File: config.mk
export PLATFORM = sky130hd
export DESIGN_NAME = spi_sclk_gen
export DESIGN_NICKNAME = d
export VERILOG_FILES = /design/src/rtl/spi_sclk_gen.sv
export SDC_FILE = /design/constraint.sdc
export NUM_CORES = 1
export LEC_CHECK = 0
export ABC_AREA = 1
export BUFFER_PORTS_ARGS = -buffer_cell sky130_fd_sc_hd__clkbuf_2
export CAP_MARGIN = 20
export CORE_ASPECT_RATIO = 0.8
export CORE_UTILIZATION = 55
export CTS_BUF_LIST = sky130_fd_sc_hd__clkbuf_8 sky130_fd_sc_hd__clkbuf_16
export DETAILED_ROUTE_END_ITERATION = 8
export PLACE_DENSITY = 0.75
export REMOVE_ABC_BUFFERS = 1
export SLEW_MARGIN = 20
export SYNTH_ARGS = -nofsm -noshare
export SYNTH_HDL_FRONTEND = slang
export SYNTH_SLANG_ARGS = --single-unit
File: constraint.sdc
create_clock -name wb_clk -period 1.9 [get_ports wb_clk]
set_input_delay 0.19 -clock wb_clk [delete_from_list [all_inputs] [get_ports wb_clk]]
set_output_delay 0.19 -clock wb_clk [all_outputs]
set_load 0.005 [all_outputs]
File: src/rtl/spi_sclk_gen.sv
// SPI serial-clock generator: programmable half-period divider, cpol idle level,
// pos/neg edge strobes for the shift register and bit counting with go/stop/done.
module spi_sclk_gen #(
  parameter int unsigned DIV_W = 16,
  parameter int unsigned CNT_W = 7
) (
  input  logic             wb_clk,
  input  logic             wb_reset,
  input  logic             go,
  input  logic             stop,
  input  logic             cpol,
  input  logic [DIV_W-1:0] divider,
  input  logic [CNT_W-1:0] char_len,
  output logic             sclk,
  output logic             pos_edge,
  output logic             neg_edge,
  output logic             lst_edge,
  output logic             tip,
  output logic             done
);

  typedef enum logic {IDLE, RUN} state_t;

  state_t           state_q, state_d;
  logic [DIV_W-1:0] cnt_q, cnt_d;
  logic [DIV_W-1:0] div_q, div_d;
  logic [CNT_W-1:0] len_q, len_d;
  logic [CNT_W:0]   edge_cnt_q, edge_cnt_d;
  logic             sclk_q, sclk_d;
  logic             cpol_q, cpol_d;
  logic             done_q, done_d;

  logic             run;
  logic             tick;
  logic             strobe;
  logic             last;
  logic [CNT_W:0]   last_idx;

  always_ff @(posedge wb_clk) begin
    if (wb_reset) begin
      state_q    <= IDLE;
      cnt_q      <= '0;
      div_q      <= '0;
      len_q      <= '0;
      edge_cnt_q <= '0;
      sclk_q     <= 1'b0;
      cpol_q     <= 1'b0;
      done_q     <= 1'b0;
    end else begin
      state_q    <= state_d;
      cnt_q      <= cnt_d;
      div_q      <= div_d;
      len_q      <= len_d;
      edge_cnt_q <= edge_cnt_d;
      sclk_q     <= sclk_d;
      cpol_q     <= cpol_d;
      done_q     <= done_d;
    end
  end

  // len_q keeps the raw char_len; 0 wraps to all-ones here, i.e. 2*2**CNT_W-1
  assign last_idx = {len_q, 1'b0} - (CNT_W+1)'(1);

  assign run    = (state_q == RUN);
  assign tick   = run && (cnt_q == div_q);
  assign strobe = tick && !stop;
  assign last   = (edge_cnt_q == last_idx);

  always_comb begin
    state_d    = state_q;
    cnt_d      = cnt_q;
    div_d      = div_q;
    len_d      = len_q;
    edge_cnt_d = edge_cnt_q;
    sclk_d     = sclk_q;
    cpol_d     = cpol_q;
    done_d     = 1'b0;
    unique case (state_q)
      IDLE: begin
        sclk_d = cpol;
        if (go && !stop) begin
          state_d    = RUN;
          div_d      = divider;
          len_d      = char_len;
          cpol_d     = cpol;
          cnt_d      = '0;
          edge_cnt_d = '0;
        end
      end
      RUN: begin
        if (stop) begin
          state_d = IDLE;
          sclk_d  = cpol;
          cnt_d   = '0;
        end else if (tick) begin
          cnt_d = '0;
          if (last) begin
            state_d    = IDLE;
            sclk_d     = cpol_q;
            edge_cnt_d = '0;
            done_d     = 1'b1;
          end else begin
            sclk_d     = ~sclk_q;
            edge_cnt_d = edge_cnt_q + (CNT_W+1)'(1);
          end
        end else begin
          cnt_d = cnt_q + DIV_W'(1);
        end
      end
      default: state_d = IDLE;
    endcase
  end

  assign sclk     = sclk_q;
  assign pos_edge = strobe && !sclk_q;
  assign neg_edge = strobe && sclk_q;
  assign lst_edge = strobe && last;
  assign tip      = run;
  assign done     = done_q;

endmodule

Word-level counts from Yosys, hierarchy flattened
Index checks and enable logic that the tools add are counted.
{ "totals": {"reg_bits": 51, "in_bits": 28, "out_inout_bits": 6, "wordCells": 50} }
{ "classes": {"addsub": 3, "n_eq_ne": 6, "muxes": 19, "bitwise": 3, "n_reduce_logical": 11} }
{ "ops": {"columns": ["operator", "n"], "rows": [
  ["$mux W16", 3],
  ["$mux W8", 4],
  ["$pmux W16 S2", 1],
  ["$add A16 B1 Y16 const B", 1],
  ["$eq A16 B16 Y1", 1],
  ["$pmux W8 S2", 1],
  ["$add A8 B1 Y8 const B", 1],
  ["$eq A8 B8 Y1", 1],
  ["$mux W1", 8],
  ["$sub A8 B1 Y8 const B", 1],
  ["$logic_and A1 B1 Y1", 6],
  ["$ne A2 B2 Y1 const B", 2],
  ["$pmux W1 S2", 2],
  ["$reduce_or A4 Y1", 1],
  ["$ne A3 B2 Y1 const B", 1],
  ["$not A1 Y1", 3],
  ["$reduce_and A3 Y1", 1],
  ["$logic_not A1 Y1", 2],
  ["$ne A2 B1 Y1 const B", 1],
  ["$reduce_and A2 Y1", 1]
]} }

Longest topological paths before layout
Gate-level depths: netlist of the first run.
{ "depth": {"word_depth": 6, "mapped_depth": 14, "depth_no_buf": 14} }

Worst setup path before layout of the first run
No wires, ideal clock.
{ "synth_timing": {"path_type": "reg-to-reg", "start": "register len_q[0]", "end": "register edge_cnt_q[2]", "arrival_ns": 1.475, "t_required_ns": 1.785, "path_slack_ns": 0.310, "stages_incl_launch_ff": 12, "period_less_slack_ns": 1.590, "path_cell_list": "dfxtp_1 -> inv_1 -> ha_1 -> xnor2_1 -> nor2_1 -> nand3_1 -> nor2_1 -> nand2_2 -> nand2_1 -> nand2_1 -> nand2_1 -> nor2_1"} }
{ "synth_between": {"elab_chain_len": 6} }
{ "synth_rtl": {"columns": ["item", "line_no", "source"], "rows": [
  ["from (decl)", "27", "logic [CNT_W-1:0] len_q, len_d;"],
  ["from (signal assigned)", "53", "len_q <= len_d;"],
  ["$sub A8 B1 Y8", "62", "assign last_idx = {len_q, 1'b0} - (CNT_W+1)'(1);"],
  ["$eq A8 B8 Y1", "67", "assign last = (edge_cnt_q == last_idx);"],
  ["$mux W8", "97", "if (last) begin"],
  ["$mux W8", "95", "end else if (tick) begin"],
  ["$mux W8", "91", "if (stop) begin"],
  ["$pmux W8 S2", "78", "unique case (state_q)"],
  ["to (signal assigned)", "54", "edge_cnt_q <= edge_cnt_d;"],
  ["to (decl)", "28", "logic [CNT_W:0] edge_cnt_q, edge_cnt_d;"]
]} }
Every way passes these cells. The select of a mux whose other input is x is not followed.
A chain may end at the register's enable or synchronous reset.

Worst setup path after layout of the first run
{ "layout_timing": {"start": "register cnt_q[12]", "end": "output port lst_edge"} }
{ "layout_between": {"elab_chain_len": 4} }
{ "layout_rtl": {"columns": ["item", "line_no", "source"], "rows": [
  ["from (decl)", "25", "logic [DIV_W-1:0] cnt_q, cnt_d;"],
  ["from (signal assigned)", "51", "cnt_q <= cnt_d;"],
  ["$eq A16 B16 Y1", "65", "assign tick = run && (cnt_q == div_q);"],
  ["$logic_and A1 B1 Y1", "65", null],
  ["$logic_and A1 B1 Y1", "66", "assign strobe = tick && !stop;"],
  ["$logic_and A1 B1 Y1", "117", "assign lst_edge = strobe && last;"],
  ["to (decl)", "17", "output logic lst_edge,"]
]} }
Every way passes these cells.

==> results of run 1 <==
critical path, delay by kind of cell (launching register included):
kind	cells	cell delay (ns)
buffers and inverters	2	0.16
DFF	1	0.37
and+or+nand+nor	7	0.84
flip-flops by register name, summed over array words and instances (netlist names):
name,flops
div_q,16
sclk,1
cnt_q,16
len_q,7
cpol_q,1
tip,1
edge_cnt_q,8
done,1
worst min-delay path by stage:
stage / from / to / cells past startpoint
after floorplan: wb_reset / edge_cnt_q[0]$_SDFFE_PP0P_ / 1
after CTS: wb_reset / edge_cnt_q[0]$_SDFFE_PP0P_ / 2
after global routing: wb_reset / edge_cnt_q[0]$_SDFFE_PP0P_ / 2
final: divider[13] / div_q[13]$_SDFFE_PP0P_ / 3
after detailed placement: len_q[6]$_SDFFE_PP0P_ / len_q[6]$_SDFFE_PP0P_ / 2
after global placement: len_q[6]$_SDFFE_PP0P_ / len_q[6]$_SDFFE_PP0P_ / 2
placed cells by master, fill, tap and decap left out, types with 22 or more instances in the layout:
cell	instances
sky130_fd_sc_hd__dfxtp_1	26
sky130_fd_sc_hd__nand3_1	22
sky130_fd_sc_hd__nand2_1	115
sky130_fd_sc_hd__nand2_2	22
sky130_fd_sc_hd__nor2_1	65
sky130_fd_sc_hd__clkbuf_2	30
sky130_fd_sc_hd__inv_1	41
sky130_fd_sc_hd__a21oi_1	29
sky130_fd_sc_hd__o21ai_0	27
sky130_fd_sc_hd__buf_4	27
per-stage QoR:
| stage | utilization (%) | instances | hold WS (ns) | total power [mW] |
|---|---|---|---|---|
| finish | 71.2 | 590 | 0.153 | 2.28 |
| global route | 71.2 | 590 | 0.168 | 2.40 |
| CTS | 66.2 | 574 | 0.132 | 2.24 |
| detailed placement | 63.1 | 561 | 0.451 | 1.61 |
| global placement | 63.1 | 561 | 0.445 | 1.61 |
| floorplan | - | 458 | 0.252 | 1.48 |
repair_timing:
action,in CTS,in global routing
endpoints found under the setup margin,3,8
gates resized for setup,14,63
setup buffers,6,17
cloned,0,0
pin swaps,4,23
final cells by class:
type	instances	area, um^2	area share [%]
Clock buffer	6	82.6	2.29
Clock inverter	1	5.00	0.139
Inverter	66	253	7.00
Multi-Input combinational cell	341	1700	47.2
Sequential cell	51	1080	29.9
Tap cell	62	77.6	2.15
Timing Repair Buffer	63	410	11.4
routing by layer:
layer | vias to the layer above | wire length [um]
li1 | 1593 | -
met4 | 0 | 81
met1 | 1332 | 3740
met2 | 118 | 3090
met3 | 6 | 586
met5 | - | 0
power by group through the flow:
stage | Sequential (mW) | Clock (mW) | Combinational, mW
after global routing | 1.16 | 0.688 | 0.554
after CTS | 1.16 | 0.639 | 0.442
after floorplan | 1.17 | 0 | 0.303
after global placement | 1.18 | 0 | 0.423
after detailed placement | 1.18 | 0 | 0.428
final | 1.16 | 0.639 | 0.486
cells by family after synthesis:
kind of cell | after synthesis
XOR/XNOR | 12
flip-flops | 51
AO/OA/AOI/OAI | 66
adder cells (fa/ha/maj) | 3
AND/OR/NAND/NOR | 260
buffers and inverters | 77
==> flow_summary.toml, run 1 <==
[run_status]
status = "completed"

[die]
floorplan.die.width_um = 83.6
die-height_um = 67.3
io_pins = 34
dieArea_um2 = 5630
initial_core_utilization_pct = 57.9
placementRows = 23
core_area_um2 = 5060

[power]
power.switching_mw = 0.690
power.leakage_nw = 1.64
p_seq_share_pct = 50.7
pwr-share-clk_pct = 28.0
combinationalPowerShare_pct = 21.3
cellPowerDensity_nw_per_um2 = 632
max-vdd-ir-drop_v = 0.000513
power.internal_mw = 1.59
switching_share_pct = 30.2

[route]
detail_route.wl_per_cell_um = 12.7
drt-total-wl_mm = 7.49
drt-pass1-iter-count = 5
post_drt_via_cell_ratio = 5.17
post-route-drc-count = 0
detail_route.iter0.violations = 237
postRouteAntennaNets = 0
detailroute.via_count = 3049

[grt]
grt_start_max_net_pins = 31
use_met3_pct = 4.16
grt_pass1_vias = 2482
met1_usage_pct = 39.5
grt_most_used_layer = "met1"
grt_overflow = 0
global_route_wire_length_before_repair_mm = 11.5
met2_usage_pct = 38.8
antenna_found_initial = 0
grt.total_usage_pct = 26.2

[clocking]
clock-root-buffer = "sky130_fd_sc_hd__clkbuf_8"
cts_buffers = 5
clock_insertion_delay_worst_skew_ns = 0.31
cts_max_path_buffers = 2
tritoncts = "built"
clock_sinks = 51
hold_buffers = 0
worst_setup_hold_path_clk_slew_ns = 0.09
cts-htree-levels = 2

[worst_setup_path]
worst-setup-path-type = "reg2out"
critical_path_arrival_ns = 1.66
worstSetupEndpoint = "lst_edge"
path_common_cell = "sky130_fd_sc_hd__nand2_1"
r2r_setup_slack_ns = 0.08
worst-r2r-cell-count = 12
critPathRequiredTime_ns = 1.71
worst_r2r_endpoint = "done$_SDFF_PP0_"
setup.worst_path.start = "cnt_q[12]$_SDFFE_PP0P_"
crit_path_top_delay_cell = "sky130_fd_sc_hd__dfxtp_4"
worst_setup_path_start_kind = "register"
end_kind = "output pin"
critical-path-max-stage-delay_ns = 0.37
cp_cell_sequence = "inv_2, nand2_1, nand2_1, nor2_1, nand2_1, nor2_2, nand4_1, nor2_1, buf_2"
cp_max_fo = 4
r2r_start = "cnt_q[12]$_SDFFE_PP0P_"

[yosys]
synth_ff_type = "sky130_fd_sc_hd__dfxtp_1"
synth_most_common_cell = "sky130_fd_sc_hd__nand2_1"
synthTopCellsByArea = "sky130_fd_sc_hd__dfxtp_1, sky130_fd_sc_hd__nand2_1, sky130_fd_sc_hd__nor2_1, sky130_fd_sc_hd__inv_1, sky130_fd_sc_hd__a21oi_1"
post_synth_top_area_cell = "sky130_fd_sc_hd__dfxtp_1"
post_synth_most_frequent_cells = "sky130_fd_sc_hd__nand2_1, sky130_fd_sc_hd__nor2_1, sky130_fd_sc_hd__dfxtp_1"
synth.area.mux_share_pct = 0
post_synthesis_cells = 469
synth-compound-area-share_pct = 11.8
yosysWarningCount = 0
synth_enable_flop_cells = 0
combinational_family_with_the_most_area_after_synthesis = "simple AND/OR/NAND/NOR gates"
post_synth.cell_area_avg_um2 = 6.25
synth_seq_cells = 51
synth_adder_area_share_pct = 1.28
synth_sequential_area_ratio_pct = 34.8
ys_async_sr_fraction_pct = 0
post_synth_num_cell_types = 30
post_synth_instance_area_um2 = 2930
xor_and_xnor_fraction_of_the_mapped_netlist_area_pct = 3.58
synthSimpleGateAreaFrac_pct = 38.1
synthDominantCellAreaShare_pct = 34.8

[sta]
period_share_pct = 97.5
slew_headroom_pct = 76.1
min_period_ns = 1.85
finalSetupViolations = 0
max_slew.worst_pin.slew_ns = 0.359
setup-tns-final_ns = 0
fmaxAchievable_ghz = 0.540
finalClockSkew_ns = 0.00608
final-hold-violation-count = 0
setup_repair_after_global_routing_missed_its_margin = "yes"
timing.final.max_slew_violations = 0
layout_setup_ws_ns = 0.0466

[final_layout]
n_fill_cell = 434
area_growth_syn_to_layout_pct = 23.0
number_of_antenna_cells_inserted = 0
fraction_of_layout_instances_using_a_drive_strength_above_1_pct = 30.3
fin_nets = 559
postLayoutCellArea_um2 = 3610

[flow_run]
max_cap_violations = 0

[placement]
placement.setup.worst_slack_ns = 0.137
final_gp_congestion = 0.910
buffer_ports.inserted = 33
postPlaceCellArea_um2 = 3200
place.detailed.hpwl_mm = 5.30

[worst_hold_path]
hold_class = "in2reg"
(Power assumes the default switching activity.)
==> run 2: changes to the inputs <==
--- a/config.mk
+++ b/config.mk
@@ -12,6 +12,7 @@
 export CORE_UTILIZATION = 55
 export CTS_BUF_LIST = sky130_fd_sc_hd__clkbuf_8 sky130_fd_sc_hd__clkbuf_16
 export DETAILED_ROUTE_END_ITERATION = 8
+export GPL_TIMING_DRIVEN = 0
 export PLACE_DENSITY = 0.75
 export REMOVE_ABC_BUFFERS = 1
 export SLEW_MARGIN = 20
==> run 2 against run 1 <==
Against the previous run: combinational power shrank 3%; clock-buffer cell count shrank 1; final area down 3.3%; global-route usage is 0.50 points lower; hold slack worse by 0.032 ns; worst setup slack got worse by 0.015 ns; critical path type unchanged; largest cell class unchanged; largest power group unchanged.
==> flow_summary.toml, run 2 (same netlist as run 1, synthesis figures left out) <==
[run_status]
status = "completed"

[sta]
fmaxAchievable_ghz = 0.535
finalSetupViolations = 0
setup-tns-final_ns = 0
max_slew.worst_pin.slew_ns = 0.870
slew_headroom_pct = 42.0
period_share_pct = 98.4
finalClockSkew_ns = 0.00785
final-hold-violation-count = 0
timing.final.max_slew_violations = 0
min_period_ns = 1.87
setup_repair_after_global_routing_missed_its_margin = "yes"

[route]
post_drt_via_cell_ratio = 5.21
post-route-drc-count = 0
postRouteAntennaNets = 0
drt-pass1-iter-count = 5
detailroute.via_count = 2990
detail_route.iter0.violations = 232
detail_route.wl_per_cell_um = 12.5
drt-total-wl_mm = 7.17

[clocking]
cts_buffers = 5
hold_buffers = 0
clock-root-buffer = "sky130_fd_sc_hd__clkbuf_8"
clock_insertion_delay_worst_skew_ns = 0.31
tritoncts = "built"
cts_max_path_buffers = 2
clock_sinks = 51
worst_setup_hold_path_clk_slew_ns = 0.10
cts-htree-levels = 2

[grt]
global_route_wire_length_before_repair_mm = 11.4
grt_overflow = 0
use_met3_pct = 4.16
met1_usage_pct = 39.1
antenna_found_initial = 0
grt_most_used_layer = "met1"
met2_usage_pct = 38.4
grt.total_usage_pct = 25.7
grt_pass1_vias = 2440
grt_start_max_net_pins = 32

[final_layout]
area_growth_syn_to_layout_pct = 18.9
layout_commonest_cell = "sky130_fd_sc_hd__nand2_1"
postLayoutCellArea_um2 = 3490
layout.cells.most_common_list = "sky130_fd_sc_hd__nand2_1, sky130_fd_sc_hd__nor2_1, sky130_fd_sc_hd__inv_1"
layout_top_registers = "cnt_q x16, div_q x16, edge_cnt_q x8"
fraction_of_layout_instances_using_a_drive_strength_above_1_pct = 27.5
number_of_antenna_cells_inserted = 0
postLayoutCoreUtil_pct = 68.9
fin_nets = 542

[die]
die-height_um = 67.3
dieArea_um2 = 5630
floorplan.die.width_um = 83.6
core_area_um2 = 5060
placementRows = 23
io_pins = 34
initial_core_utilization_pct = 57.9

[placement]
buffer_ports.inserted = 33
final_gp_congestion = 0.857
postPlaceCellArea_um2 = 3150
place.detailed.hpwl_mm = 5.09

[power]
cellPowerDensity_nw_per_um2 = 646
power.leakage_nw = 1.54
max-vdd-ir-drop_v = 0.000490
total_power_mw = 2.25

[worst_setup_path]
end_kind = "output pin"
worst_r2r_endpoint = "edge_cnt_q[2]$_SDFFE_PP0P_"
cp_cell_sequence = "inv_4, nand2_4, nand2_2, nor2_2, nand2_1, nor2_2, nand4_1, nor2_2, buf_2"
critical-path-max-stage-delay_ns = 0.40
worst_setup_path_start_kind = "register"
path_common_cell = "sky130_fd_sc_hd__nor2_2"
r2r_setup_slack_ns = 0.17
r2r_start = "len_q[1]$_SDFFE_PP0P_"
cp_max_fo = 6
worst-r2r-cell-count = 12
critical_path_arrival_ns = 1.68
critPathRequiredTime_ns = 1.71
worst-setup-path-type = "reg2out"
crit_path_top_delay_cell = "sky130_fd_sc_hd__dfxtp_4"

[worst_hold_path]
min_delay_path_depth = 2
hold_crit_start = "wb_reset"
hold_class = "in2reg"
hold-path-endpoint = "edge_cnt_q[0]$_SDFFE_PP0P_"

[flow_run]
max_cap_violations = 0
run 2: cell count changes in the layout (fill, tap and decap cells not counted), sizes merged:
cell / before / now
clkbuf: 36 / 35
buf: 33 / 16
clkinv: 5 / 7
run 2: worst max-delay path, delay by kind of cell, from the launching register on:
family        cells  cell delay (ns)
simple gates      7             0.80
flops             1             0.40
buf+inv           2             0.16
run 2: layout make-up:
| cell class | count | area (um^2) |
|---|---|---|
| Tap cell | 62 | 77.6 |
| Clock inverter | 3 | 15.0 |
| Sequential cell | 51 | 1070 |
| Multi-Input combinational cell | 341 | 1720 |
| Fill cell | 459 | 1580 |
| Inverter | 66 | 250 |
| Clock buffer | 5 | 68.8 |
| Timing Repair Buffer | 46 | 283 |
run 2: timing repair:
item	in CTS	in global routing
cloned	0	0
pin swaps	3	14
gates resized for setup	17	56
setup buffers	4	8
endpoints found under the setup margin	7	11
run 2: metal layers:
layer | vias to the layer above | share of wire (%)
met5 | - | 0
met4 | 0 | 0.63
met3 | 6 | 5.8
met2 | 90 | 42
met1 | 1333 | 51
li1 | 1561 | -
run 2: worst max path at each step:
stage                                from                         end  slack (ns)  cells after the start
floorplan                  tip$_SDFF_PP0_  edge_cnt_q[2]$_SDFFE_PP0P_       -0.26                      6
global placement           tip$_SDFF_PP0_  edge_cnt_q[7]$_SDFFE_PP0P_       -1.03                      6
detailed placement         tip$_SDFF_PP0_  edge_cnt_q[7]$_SDFFE_PP0P_       -0.04                      7
CTS                 len_q[1]$_SDFFE_PP0P_                    lst_edge       0.008                      9
global route        div_q[5]$_SDFFE_PP0P_                    lst_edge       -0.11                      9
finish              cnt_q[3]$_SDFFE_PP0P_                    lst_edge        0.03                      9
run 2: power breakdown:
part,switching (mW),internal (mW),leakage [nW]
Sequential,0.0480,1.11,0.429
Clock,0.369,0.253,0.0477
Combinational,0.291,0.181,1.07
run 2: per-stage QoR:
step | worst slack, ns | std cells | hold WS (ns)
finish | 0.0313 | 574 | 0.122
global route | -0.114 | 574 | 0.128
CTS | 0.00824 | 566 | 0.105
detailed placement | -0.0372 | 554 | 0.438
global placement | -1.03 | 553 | 0.447
floorplan | -0.259 | 458 | 0.252
==> run 3: changes to the inputs <==
--- a/config.mk
+++ b/config.mk
@@ -5,15 +5,16 @@
 export SDC_FILE = /design/constraint.sdc
 export NUM_CORES = 1
 export LEC_CHECK = 0
-export ABC_AREA = 1
 export BUFFER_PORTS_ARGS = -buffer_cell sky130_fd_sc_hd__clkbuf_2
 export CAP_MARGIN = 20
 export CORE_ASPECT_RATIO = 0.8
+export CORE_MARGIN = 3
 export CORE_UTILIZATION = 55
 export CTS_BUF_LIST = sky130_fd_sc_hd__clkbuf_8 sky130_fd_sc_hd__clkbuf_16
+export CTS_CLUSTER_SIZE = 12
 export DETAILED_ROUTE_END_ITERATION = 8
 export GPL_TIMING_DRIVEN = 0
-export PLACE_DENSITY = 0.75
+export PLACE_DENSITY = 0.76
 export REMOVE_ABC_BUFFERS = 1
 export SLEW_MARGIN = 20
 export SYNTH_ARGS = -nofsm -noshare
==> run 3 against run 2 <==
Against the previous run: the run now ends with negative setup slack left; via count decreased by 21%; utilization increased by 6.0 points; clock skew decreased by 0.0023 ns; clock-buffer cell count increased by 2; critical path type unchanged; critical endpoint unchanged.
==> flow_summary.toml, run 3 <==
[yosys]
yosysWarningCount = 0
post_synth.cell_area_avg_um2 = 7.98
post_synth_top_area_cell = "sky130_fd_sc_hd__dfxtp_1"
synth_sequential_area_ratio_pct = 40.4
post_synth_most_frequent_cells = "sky130_fd_sc_hd__nand2_1, sky130_fd_sc_hd__dfxtp_1, sky130_fd_sc_hd__a21oi_1, sky130_fd_sc_hd__nor2_1, sky130_fd_sc_hd__xor2_1"
synth_most_common_cell = "sky130_fd_sc_hd__nand2_1"
post_synth_num_cell_types = 39
synthDominantCellAreaShare_pct = 40.4
synthTopCellsByArea = "sky130_fd_sc_hd__dfxtp_1, sky130_fd_sc_hd__nand2_1, sky130_fd_sc_hd__xor2_1, sky130_fd_sc_hd__a21oi_1, sky130_fd_sc_hd__nor2_1"
synth_ff_type = "sky130_fd_sc_hd__dfxtp_1"
synth_seq_cells = 51
ys_async_sr_fraction_pct = 0
post_synth_instance_area_um2 = 2530
post_synthesis_cells = 317
synth_enable_flop_cells = 0

[final_layout]
postLayoutCellArea_um2 = 3230
number_of_antenna_cells_inserted = 0
fraction_of_layout_instances_using_a_drive_strength_above_1_pct = 30.5
postLayoutCoreUtil_pct = 74.9
fin_nets = 397
layout.cells.most_common_list = "sky130_fd_sc_hd__nand2_1, sky130_fd_sc_hd__dfxtp_1, sky130_fd_sc_hd__clkbuf_2"
n_fill_cell = 317
layout_commonest_cell = "sky130_fd_sc_hd__nand2_1"
area_growth_syn_to_layout_pct = 27.5
layout_top_registers = "cnt_q x16, div_q x16, edge_cnt_q x8"

[worst_setup_path]
critical_path_arrival_ns = 2.11
critical-path-max-stage-delay_ns = 0.55
crit_path_top_delay_cell = "sky130_fd_sc_hd__or4_4"
worst-r2r-cell-count = 10
r2r_setup_slack_ns = -0.32
cp_max_fo = 4
worst-setup-path-type = "reg2out"
timing.critical_path.depth = 6
worst_r2r_endpoint = "edge_cnt_q[7]$_SDFFE_PP0P_"
r2r_start = "len_q[1]$_SDFFE_PP0P_"
critical_path.top_delay_family = "simple AND/OR/NAND/NOR gates"
cp_cell_sequence = "xnor2_1, nand4_1, nand2b_4, or4_4, nor2_1, clkbuf_2"
crit_buf_inv = 1
end_kind = "output pin"
critPathRequiredTime_ns = 1.71
worst_setup_path_start_kind = "register"

[die]
floorplan.die.width_um = 81.8
die-height_um = 66.7
initial_core_utilization_pct = 58.7
core_area_um2 = 4310
placementRows = 21
dieArea_um2 = 5450
io_pins = 34

[flow_run]
max_cap_violations = 0

[route]
post-route-drc-count = 0
detailroute.via_count = 2370
detail_route.wl_per_cell_um = 14.8
post_drt_via_cell_ratio = 5.59
drt-total-wl_mm = 6.29
postRouteAntennaNets = 0
drt-pass1-iter-count = 5
detail_route.iter0.violations = 206

[clocking]
clock-root-buffer = "sky130_fd_sc_hd__clkbuf_8"
clock_sinks = 51
cts_max_path_buffers = 2
worst_setup_hold_path_clk_slew_ns = 0.09
cts-htree-levels = 2
clock_insertion_delay_worst_skew_ns = 0.31
cts_buffers = 5
tritoncts = "built"

[power]
max-vdd-ir-drop_v = 0.000544
power.leakage_nw = 1.29
cellPowerDensity_nw_per_um2 = 684
total_power_mw = 2.21

[grt]
grt_start_max_net_pins = 34
grt_overflow = 0
antenna_found_initial = 0
global_route_wire_length_before_repair_mm = 9.89
grt_pass1_vias = 2133
grt.total_usage_pct = 23.5

[sta]
finalSetupViolations = 29
period_share_pct = 121
final-hold-violation-count = 0
fmaxAchievable_ghz = 0.436
finalClockSkew_ns = 0.00559
layout_setup_ws_ns = -0.396
setup_repair_after_global_routing_missed_its_margin = "yes"
max_slew.worst_pin.slew_ns = 1.06
min_period_ns = 2.30
slew_headroom_pct = 29.2
timing.final.max_slew_violations = 0

[worst_hold_path]
min_delay_path_depth = 3
hold_class = "in2reg"
hold-path-endpoint = "len_q[4]$_SDFFE_PP0P_"
hold_crit_start = "char_len[4]"

[placement]
place.detailed.hpwl_mm = 3.81
buffer_ports.inserted = 33
postPlaceCellArea_um2 = 2710
final_gp_congestion = 0.853

[run_status]
failed_checks = "negative setup slack"
status = "finished with violations"
[run 3: changes by cell type in the layout (fill, tap and decap cells not counted), sizes merged, moves of 5 or more]
cell,change
nor2b,+6
inv,-51
nand3,-15
xor2,+16
clkinv,-6
nor4,+5
a32oi,+6
nand2,-74
buf,+9
o21ai,-25
nor2,-45
xnor2,+9
[run 3: how the worst max path moves through the flow]
stage	start	endpoint	slack [ns]
global route	cnt_q[13]$_SDFFE_PP0P_	lst_edge	-0.51
global placement	stop	edge_cnt_q[2]$_SDFFE_PP0P_	-1.13
floorplan	go	edge_cnt_q[2]$_SDFFE_PP0P_	-0.18
CTS	len_q[0]$_SDFFE_PP0P_	lst_edge	-0.45
detailed placement	cnt_q[8]$_SDFFE_PP0P_	cnt_q[13]$_SDFFE_PP0P_	-0.52
finish	cnt_q[13]$_SDFFE_PP0P_	lst_edge	-0.40
[run 3: area by class of cell]
cell class | count | area (um^2) | share of cell area (%)
Clock buffer | 7 | 96.3 | 2.99
Clock inverter | 1 | 3.75 | 0.116
Inverter | 11 | 41.3 | 1.28
Multi-Input combinational cell | 241 | 1580 | 48.9
Sequential cell | 51 | 1050 | 32.5
Tap cell | 57 | 71.3 | 2.21
Timing Repair Buffer | 56 | 388 | 12.0
[run 3: worst register-to-register path: stages (launching register included)]
cell and delay [ns]:
sky130_fd_sc_hd__dfxtp_2 0.34, sky130_fd_sc_hd__inv_2 0.06, sky130_fd_sc_hd__ha_4 0.14, sky130_fd_sc_hd__nand2b_4 0.05, sky130_fd_sc_hd__or4b_1 0.46, sky130_fd_sc_hd__o31a_1 0.13
sky130_fd_sc_hd__a2111o_4 0.38, sky130_fd_sc_hd__buf_8 0.16, sky130_fd_sc_hd__buf_8 0.14, sky130_fd_sc_hd__a32oi_2 0.17, sky130_fd_sc_hd__o21ai_1 0.08
[run 3: layer usage]
metal  vias to the layer above  wire length [um]  global-route usage [%]
met5                         -                 0                       0
met4                         0                29                    5.81
met3                         4               465                    4.46
met2                        87              2900                    36.4
met1                      1102              2890                    33.4
li1                       1177                 -                       -
[run 3: through the flow]
step,std cells,setup WS (ns),hold slack [ns],setup TNS [ns]
2_1_floorplan,302,-0.184,0.259,-1.18
3_3_place_gp,392,-1.13,0.412,-29.77
3_5_place_dp,393,-0.524,0.419,-13.20
4_1_cts,418,-0.445,0.0861,-3.95
5_1_grt,424,-0.513,0.0852,-9.31
6_report,424,-0.396,0.0862,-6.81
[run 3: logic make-up (layout without fill, tap and decap cells)]
kind of cell	count (synthesis)	in the layout	synth area share [%]
multiplexers	4	4	1.58
XOR/XNOR	37	37	12.8
adder cells (fa/ha/maj)	3	3	1.48
AND/OR/NAND/NOR	143	143	26.1
flip-flops	51	51	40.4
AO/OA/AOI/OAI	53	54	13.5
buffers and inverters	26	75	4.25
[run 3: what timing repair did]
item / in CTS / in global routing
pin swaps: 12 / 12
endpoints found under the setup margin: 30 / 30
buffers inserted: 17 / 5
cloned: 0 / 1
hold buffers: 0 / 0
gates resized for setup: 42 / 27
[run 3: where the power goes]
part	total, mW	leakage (nW)	internal, mW	switching, mW
clock	0.684	0.0557	0.328	0.356
sequential	1.13	0.423	1.10	0.0324
combinational	0.391	0.808	0.185	0.205
